===== src/rtl/score_display_ctrl_pkg.sv =====
// Shared types and helpers for the score display controller.
// Holds the state encoding, the BCD score representation and the blank pattern.
package score_display_ctrl_pkg;

    typedef enum logic [1:0] {
        IDLE = 2'd0,
        PLAY = 2'd1,
        OVER = 2'd2
    } state_e;

    typedef logic [3:0] bcd_t;

    // Packed hundreds-first, so a plain unsigned compare of two scores is numeric.
    typedef struct packed {
        bcd_t h;
        bcd_t t;
        bcd_t o;
    } bcd3_t;

    localparam logic [6:0] SEG_BLANK = 7'b1111111;

    function automatic bcd3_t bcd3_inc(input bcd3_t s);
        bcd3_t r;
        r = s;
        if (s.o != 4'd9) begin
            r.o = s.o + 4'd1;
        end else begin
            r.o = 4'd0;
            if (s.t != 4'd9) begin
                r.t = s.t + 4'd1;
            end else begin
                r.t = 4'd0;
                r.h = (s.h == 4'd9) ? 4'd0 : s.h + 4'd1;
            end
        end
        return r;
    endfunction

    function automatic int bcd3_value(input bcd3_t s);
        return int'(s.h) * 100 + int'(s.t) * 10 + int'(s.o);
    endfunction

endpackage


===== src/rtl/score_display_ctrl_seg7.sv =====
// BCD digit to active-low seven-segment decoder; bit 6 = g, bit 0 = a.
// Codes 10-15 never occur in the score registers and decode to blank.
module seg7
    import score_display_ctrl_pkg::*;
(
    input  bcd_t       digit,
    output logic [6:0] seg
);

    always_comb begin
        unique case (digit)
            4'd0:    seg = 7'b1000000;
            4'd1:    seg = 7'b1111001;
            4'd2:    seg = 7'b0100100;
            4'd3:    seg = 7'b0110000;
            4'd4:    seg = 7'b0011001;
            4'd5:    seg = 7'b0010010;
            4'd6:    seg = 7'b0000010;
            4'd7:    seg = 7'b1111000;
            4'd8:    seg = 7'b0000000;
            4'd9:    seg = 7'b0010000;
            default: seg = SEG_BLANK;
        endcase
    end

endmodule


===== src/rtl/score_display_ctrl.sv =====
// Game score keeper: IDLE/PLAY/OVER flow, saturating BCD score, high score,
// blinking score display after a game and leading-zero blanking on six HEX digits.
module score_display_ctrl
    import score_display_ctrl_pkg::*;
#(
    parameter int BLINK_CYCLES = 25_000_000,
    parameter int MAX_SCORE    = 999,
    parameter bit LZ_BLANK     = 1'b1
)
(
    input  logic       clk,
    input  logic       reset_n,
    input  logic       game_start,
    input  logic       score_inc,
    input  logic       game_over,
    output logic       playing,
    output logic       new_record,
    output logic [6:0] HEX0,
    output logic [6:0] HEX1,
    output logic [6:0] HEX2,
    output logic [6:0] HEX3,
    output logic [6:0] HEX4,
    output logic [6:0] HEX5
);

    localparam logic [1:0] S_IDLE = 2'(IDLE);
    localparam logic [1:0] S_PLAY = 2'(PLAY);
    localparam logic [1:0] S_OVER = 2'(OVER);
    localparam int         CW     = (BLINK_CYCLES > 1) ? $clog2(BLINK_CYCLES) : 1;

    logic [1:0]    state;
    bcd3_t         score;
    bcd3_t         high;
    logic [CW-1:0] blink_cnt;
    logic          blink_phase;

    bcd3_t score_up;
    bcd3_t score_final;

    assign score_up    = (bcd3_value(score) >= MAX_SCORE) ? score : bcd3_inc(score);
    // A score_inc coinciding with game_over still counts toward the record.
    assign score_final = score_inc ? score_up : score;

    // NOTE: registers use non-blocking assignments so every flop samples the pre-edge values.
    always_ff @(posedge clk or negedge reset_n) begin
        if (!reset_n) begin
            state      <= S_IDLE;
            score      <= '0;
            high       <= '0;
            new_record <= 1'b0;
        end else if (game_start) begin
            state      <= S_PLAY;
            score      <= '0;
            new_record <= 1'b0;
        end else if (state == S_PLAY) begin
            score <= score_final;
            if (game_over) begin
                state <= S_OVER;
                if (score_final > high) begin
                    high       <= score_final;
                    new_record <= 1'b1;
                end
            end
        end
    end

    // Counter and phase idle at zero outside OVER, so every entry starts visible.
    always_ff @(posedge clk or negedge reset_n) begin
        if (!reset_n) begin
            blink_cnt   <= '0;
            blink_phase <= 1'b0;
        end else if (state == S_OVER && !game_start) begin
            if (blink_cnt == CW'(BLINK_CYCLES - 1)) begin
                blink_cnt   <= '0;
                blink_phase <= ~blink_phase;
            end else begin
                blink_cnt <= blink_cnt + 1'b1;
            end
        end else begin
            blink_cnt   <= '0;
            blink_phase <= 1'b0;
        end
    end

    assign playing = (state == S_PLAY);

    bcd_t       digit   [6];
    logic [6:0] seg_raw [6];
    logic       blank   [6];
    logic       score_hidden;

    assign digit[0] = score.o;
    assign digit[1] = score.t;
    assign digit[2] = score.h;
    assign digit[3] = high.o;
    assign digit[4] = high.t;
    assign digit[5] = high.h;

    for (genvar i = 0; i < 6; i++) begin : g_hex
        seg7 u_seg7 (
            .digit (digit[i]),
            .seg   (seg_raw[i])
        );
    end

    assign score_hidden = (state == S_OVER) && blink_phase;

    // NOTE: every output of this block gets a default first, so no path can infer a latch.
    always_comb begin
        for (int i = 0; i < 6; i++) blank[i] = 1'b0;
        if (LZ_BLANK) begin
            blank[2] = (score.h == 4'd0);
            blank[1] = (score.h == 4'd0) && (score.t == 4'd0);
            blank[5] = (high.h == 4'd0);
            blank[4] = (high.h == 4'd0) && (high.t == 4'd0);
        end
        if (score_hidden) begin
            blank[0] = 1'b1;
            blank[1] = 1'b1;
            blank[2] = 1'b1;
        end
    end

    assign HEX0 = blank[0] ? SEG_BLANK : seg_raw[0];
    assign HEX1 = blank[1] ? SEG_BLANK : seg_raw[1];
    assign HEX2 = blank[2] ? SEG_BLANK : seg_raw[2];
    assign HEX3 = blank[3] ? SEG_BLANK : seg_raw[3];
    assign HEX4 = blank[4] ? SEG_BLANK : seg_raw[4];
    assign HEX5 = blank[5] ? SEG_BLANK : seg_raw[5];

endmodule


===== config.mk =====
export PLATFORM = sky130hd
export DESIGN_NAME = score_display_ctrl
export DESIGN_NICKNAME = d
export VERILOG_FILES = /design/src/rtl/score_display_ctrl_pkg.sv /design/src/rtl/score_display_ctrl_seg7.sv /design/src/rtl/score_display_ctrl.sv
export SDC_FILE = /design/constraint.sdc
export NUM_CORES = 1
export LEC_CHECK = 0
export CORE_ASPECT_RATIO = 0.5
export CORE_MARGIN = 2
export CORE_UTILIZATION = 40
export CTS_CLUSTER_SIZE = 20
export DETAILED_ROUTE_END_ITERATION = 8
export GPL_TIMING_DRIVEN = 0
export SLEW_MARGIN = 20
export SYNTH_ARGS = -nofsm -noshare
export SYNTH_HDL_FRONTEND = slang
export SYNTH_SLANG_ARGS = --single-unit

===== constraint.sdc =====
create_clock -name clk -period 6.2 [get_ports clk]
set_clock_uncertainty 0.1 [all_clocks]
set_input_delay 0.62 -clock clk [delete_from_list [all_inputs] [get_ports clk]]
set_output_delay 0.62 -clock clk [all_outputs]
set_load 0.01 [all_outputs]

==> run_results.csv <==
group,metric,value,unit
synthesis,synthCells,618,
placement,post-place-ws,-0.4216,ns
critical_path,worstPathCellList,"ha_1, ha_1, fa_1, xor2_1, ha_1, ha_2, nand2_1, o31ai_4, o22ai_2, xnor2_2, o31a_1, clkbuf_4, nand3_1, nand2_1, ha_1, nand4_1, or2_2, a21o_1, o2111ai_1, and2_2, buf_2, a31oi_1",
power_and_ir_drop,irDropWorstVdd,0.0001192,V
global_routing,antenna_found_initial,0,
synthesis,yosysSeqAreaShare,26.16,%
sta,finalSetupViolations,0,
synthesis,synth-main-ff-cell,"dfrtp_1",
power_and_ir_drop,power_density,203.6,mW/mm^2
final_layout,antenna_cells,0,
detailed_routing,postRouteAntennaNets,0,
critical_path,ff2ff_setup_slack,0.35,ns
synthesis,synth_nets,698,
global_routing,use_met1,28.53,%
synthesis,yosysUniqueCellTypes,68,
critical_path,end_kind,"flop",
die,start_util,40.50,%
die,die_w,163.2,um
final_layout,fillers,1258,
cts,root_buffer,"clkbuf_16",
placement,numPortBuffers,48,
global_routing,met3_usage,3.229,%
cts,cts-htree-levels,2,
placement,hpwl,9700,um
sta,timing.fmax,170.8,MHz
synthesis,synth_edf_count,0,
sta,slew_violations,0,
die,fp.dieH,83.61,um
cts,clock_latency,0.30,ns
detailed_routing,first_iter_violations,355,
critical_path,critPathLaunchType,"flop",
placement,place_congestion,0.8803,
synthesis,synthArstFlopShare,100.0,%
run_status,status,"completed",
sta,min_period_over_period,94.42,%
global_routing,first_global_vias,4418,
global_routing,use_met2,30.11,%
critical_path,cpMostUsedCell,"ha_1",
cts,clock_sinks,53,
final_layout,syn_to_final_growth,20.06,%
final_layout,nets,757,
sta,layout_setup_ws,0.3458,ns
sta,hold_violations,0,
die,io_pins,49,
critical_path,cp_top_family,"adder cells",
critical_path,crit_fanout,10,
critical_path,cp.required,6.27,ns
global_routing,grt_overflow,0,
global_routing,gr-usage-all-layers,19.45,%
synthesis,ys_seq_elements,53,
critical_path,worst-path-buf-inv,2,
critical_path,worstSetupStartpoint,"digit[17]",
synthesis,syn_area,0.005070,sq mm
die,core_area,0.01252,sq mm
global_routing,grt-busiest-layer,"met2",
die,fp-row-count,29,
critical_path,worstPathArrival,5.92,ns
sta,holdWs,0.2073,ns
detailed_routing,drc,0,
cts,cts_tree,"built",
detailed_routing,wl_per_cell,15.12,um
global_routing,grt_max_degree,54,
sta,finalCriticalPeriod,5.854,ns
hold_path,hold_class,"input pin to async pin",
sta,worstMarginPinSlew,0.6767,ns
critical_path,setup.worst_path.class,"flop to flop",
final_layout,drive_gt1_share,7.670,%
cts,clk_pin_slew,0.07,ns
synthesis,yosysWarningCount,0,
cts,cts_made_buffers,5,
synthesis,avgSynthCellArea,8.204,sq um
critical_path,cp_slowest_cell,"dfrtp_2",
detailed_routing,wl,12820,um
cts,cts_buffer_depth,2,
critical_path,r2r-start,"digit[17]",
global_routing,grt_pass1_wl,21600,um
sta,slew_headroom,54.47,%
critical_path,cpPeakStageDelay,0.49,ns
detailed_routing,via_per_inst,5.443,
job,cap_violations,0,
die,die_area,0.01365,sq mm
detailed_routing,drtPass1Iterations,4,
detailed_routing,vias,4616,
power_and_ir_drop,p_leak,2.657,nW
[flip-flops by register name, indices dropped and copies added (netlist names)]
signal       flops
blink_cnt       25
digit           24
state            2
blink_phase      1
new_record       1
[placed cells by master (no fill, tap or decap), types with 9 or more instances in the layout]
master,count
dfrtp_1,50
nor2_1,79
nand2_1,60
a21oi_1,35
nand3_1,24
a31oi_1,9
clkdlybuf4s50_1,47
clkbuf_1,17
o21ai_0,31
ha_1,69
xnor2_1,12
nand4_1,15
inv_1,35
a21o_1,12
nor2b_1,9
xor2_1,17
[layout make-up]
cell class                      instances  area, sq um  area share, %
Sequential cell                        53         1330          21.85
Clock buffer                            6        138.9          2.282
Multi-Input combinational cell        505         3582          58.85
Clock inverter                          2        37.54         0.6166
Tap cell                              170        212.7          3.494
Buffer                                 24        118.9          1.953
Timing Repair Buffer                   53        535.5          8.798
Inverter                               35        131.4          2.158
[layer usage]
metal	part of all wire, %	wire (um)
met5	0	0
met4	0.48	61
met3	4.7	603
met2	45	5786
met1	50	6373
[power by group]
part	internal (mW)	switching, mW	total, mW	leakage, nW
clock network	0.202	0.132	0.334	0.0831
logic	0.256	0.256	0.512	1.86
registers	0.368	0.0245	0.393	0.714
[cell usage after synthesis (8+ instances only)]
cell type / instances / share of area [%]
nand4_1: 15 / 1.9
xnor2_1: 13 / 2.2
inv_1: 35 / 2.6
a21o_1: 12 / 1.8
a21oi_1: 35 / 3.5
ha_1: 70 / 17
xor2_1: 18 / 3.1
nand3_1: 24 / 2.4
dfrtp_1: 53 / 26
nor2_1: 79 / 5.8
and2_1: 8 / 0.99
a31oi_1: 9 / 1.1
nor2b_1: 9 / 1.1
o21ai_0: 32 / 3.2
nand2_1: 60 / 4.4
clkbuf_1: 20 / 1.5
[logic make-up after synthesis]
| logic type | count (synthesis) | share of synthesized area [%] |
|---|---|---|
| AO/OA/AOI/OAI | 152 | 19.99 |
| XOR/XNOR | 31 | 5.355 |
| adder cells (fa/ha/maj) | 75 | 19.25 |
| buffers and inverters | 60 | 4.862 |
| flip-flops | 53 | 26.16 |
| multiplexers | 7 | 1.431 |
| AND/OR/NAND/NOR | 240 | 22.95 |
[worst reg2reg max path, stage by stage, from the launching register on]
cell	delay (ns)
dfrtp_2	0.49
ha_1	0.32
ha_1	0.23
fa_1	0.39
xor2_1	0.16
ha_1	0.30
ha_2	0.41
nand2_1	0.12
o31ai_4	0.35
o22ai_2	0.18
xnor2_2	0.19
o31a_1	0.37
clkbuf_4	0.22
nand3_1	0.14
nand2_1	0.07
ha_1	0.29
nand4_1	0.13
or2_2	0.33
a21o_1	0.17
o2111ai_1	0.13
and2_2	0.24
buf_2	0.26
a31oi_1	0.14
[what timing repair did]
item	in CTS	in global routing
endpoints found under the hold margin	0	0
resized for setup	9	16
buffers inserted	2	2
setup endpoints to repair	12	12
hold buffers	0	0
pin swaps	2	3
[stage by stage]
step           instances  power [mW]  instance area, sq um    TNS [ns]  util (%)
2_1_floorplan        618      0.6780                  5070           0         -
3_3_place_gp         836      0.9057                  5763      -3.589     46.04
3_5_place_dp         837      0.9118                  5788      -4.187     46.24
4_1_cts              847       1.251                  6015           0     48.05
5_1_grt              848       1.328                  6087  -0.0003579     48.63
6_report             848       1.239                  6087           0     48.63
[final timing paths]
path,cells past startpoint,to
worst max-delay path,22,digit[2]
max in group asynchronous,2,digit[17]
worst max register to register,22,digit[2]
worst min-delay path,2,blink_cnt[11]
worst min register to register,1,new_record
min in group clk,1,new_record
Note: power is estimated with default switching activity, not from simulation.
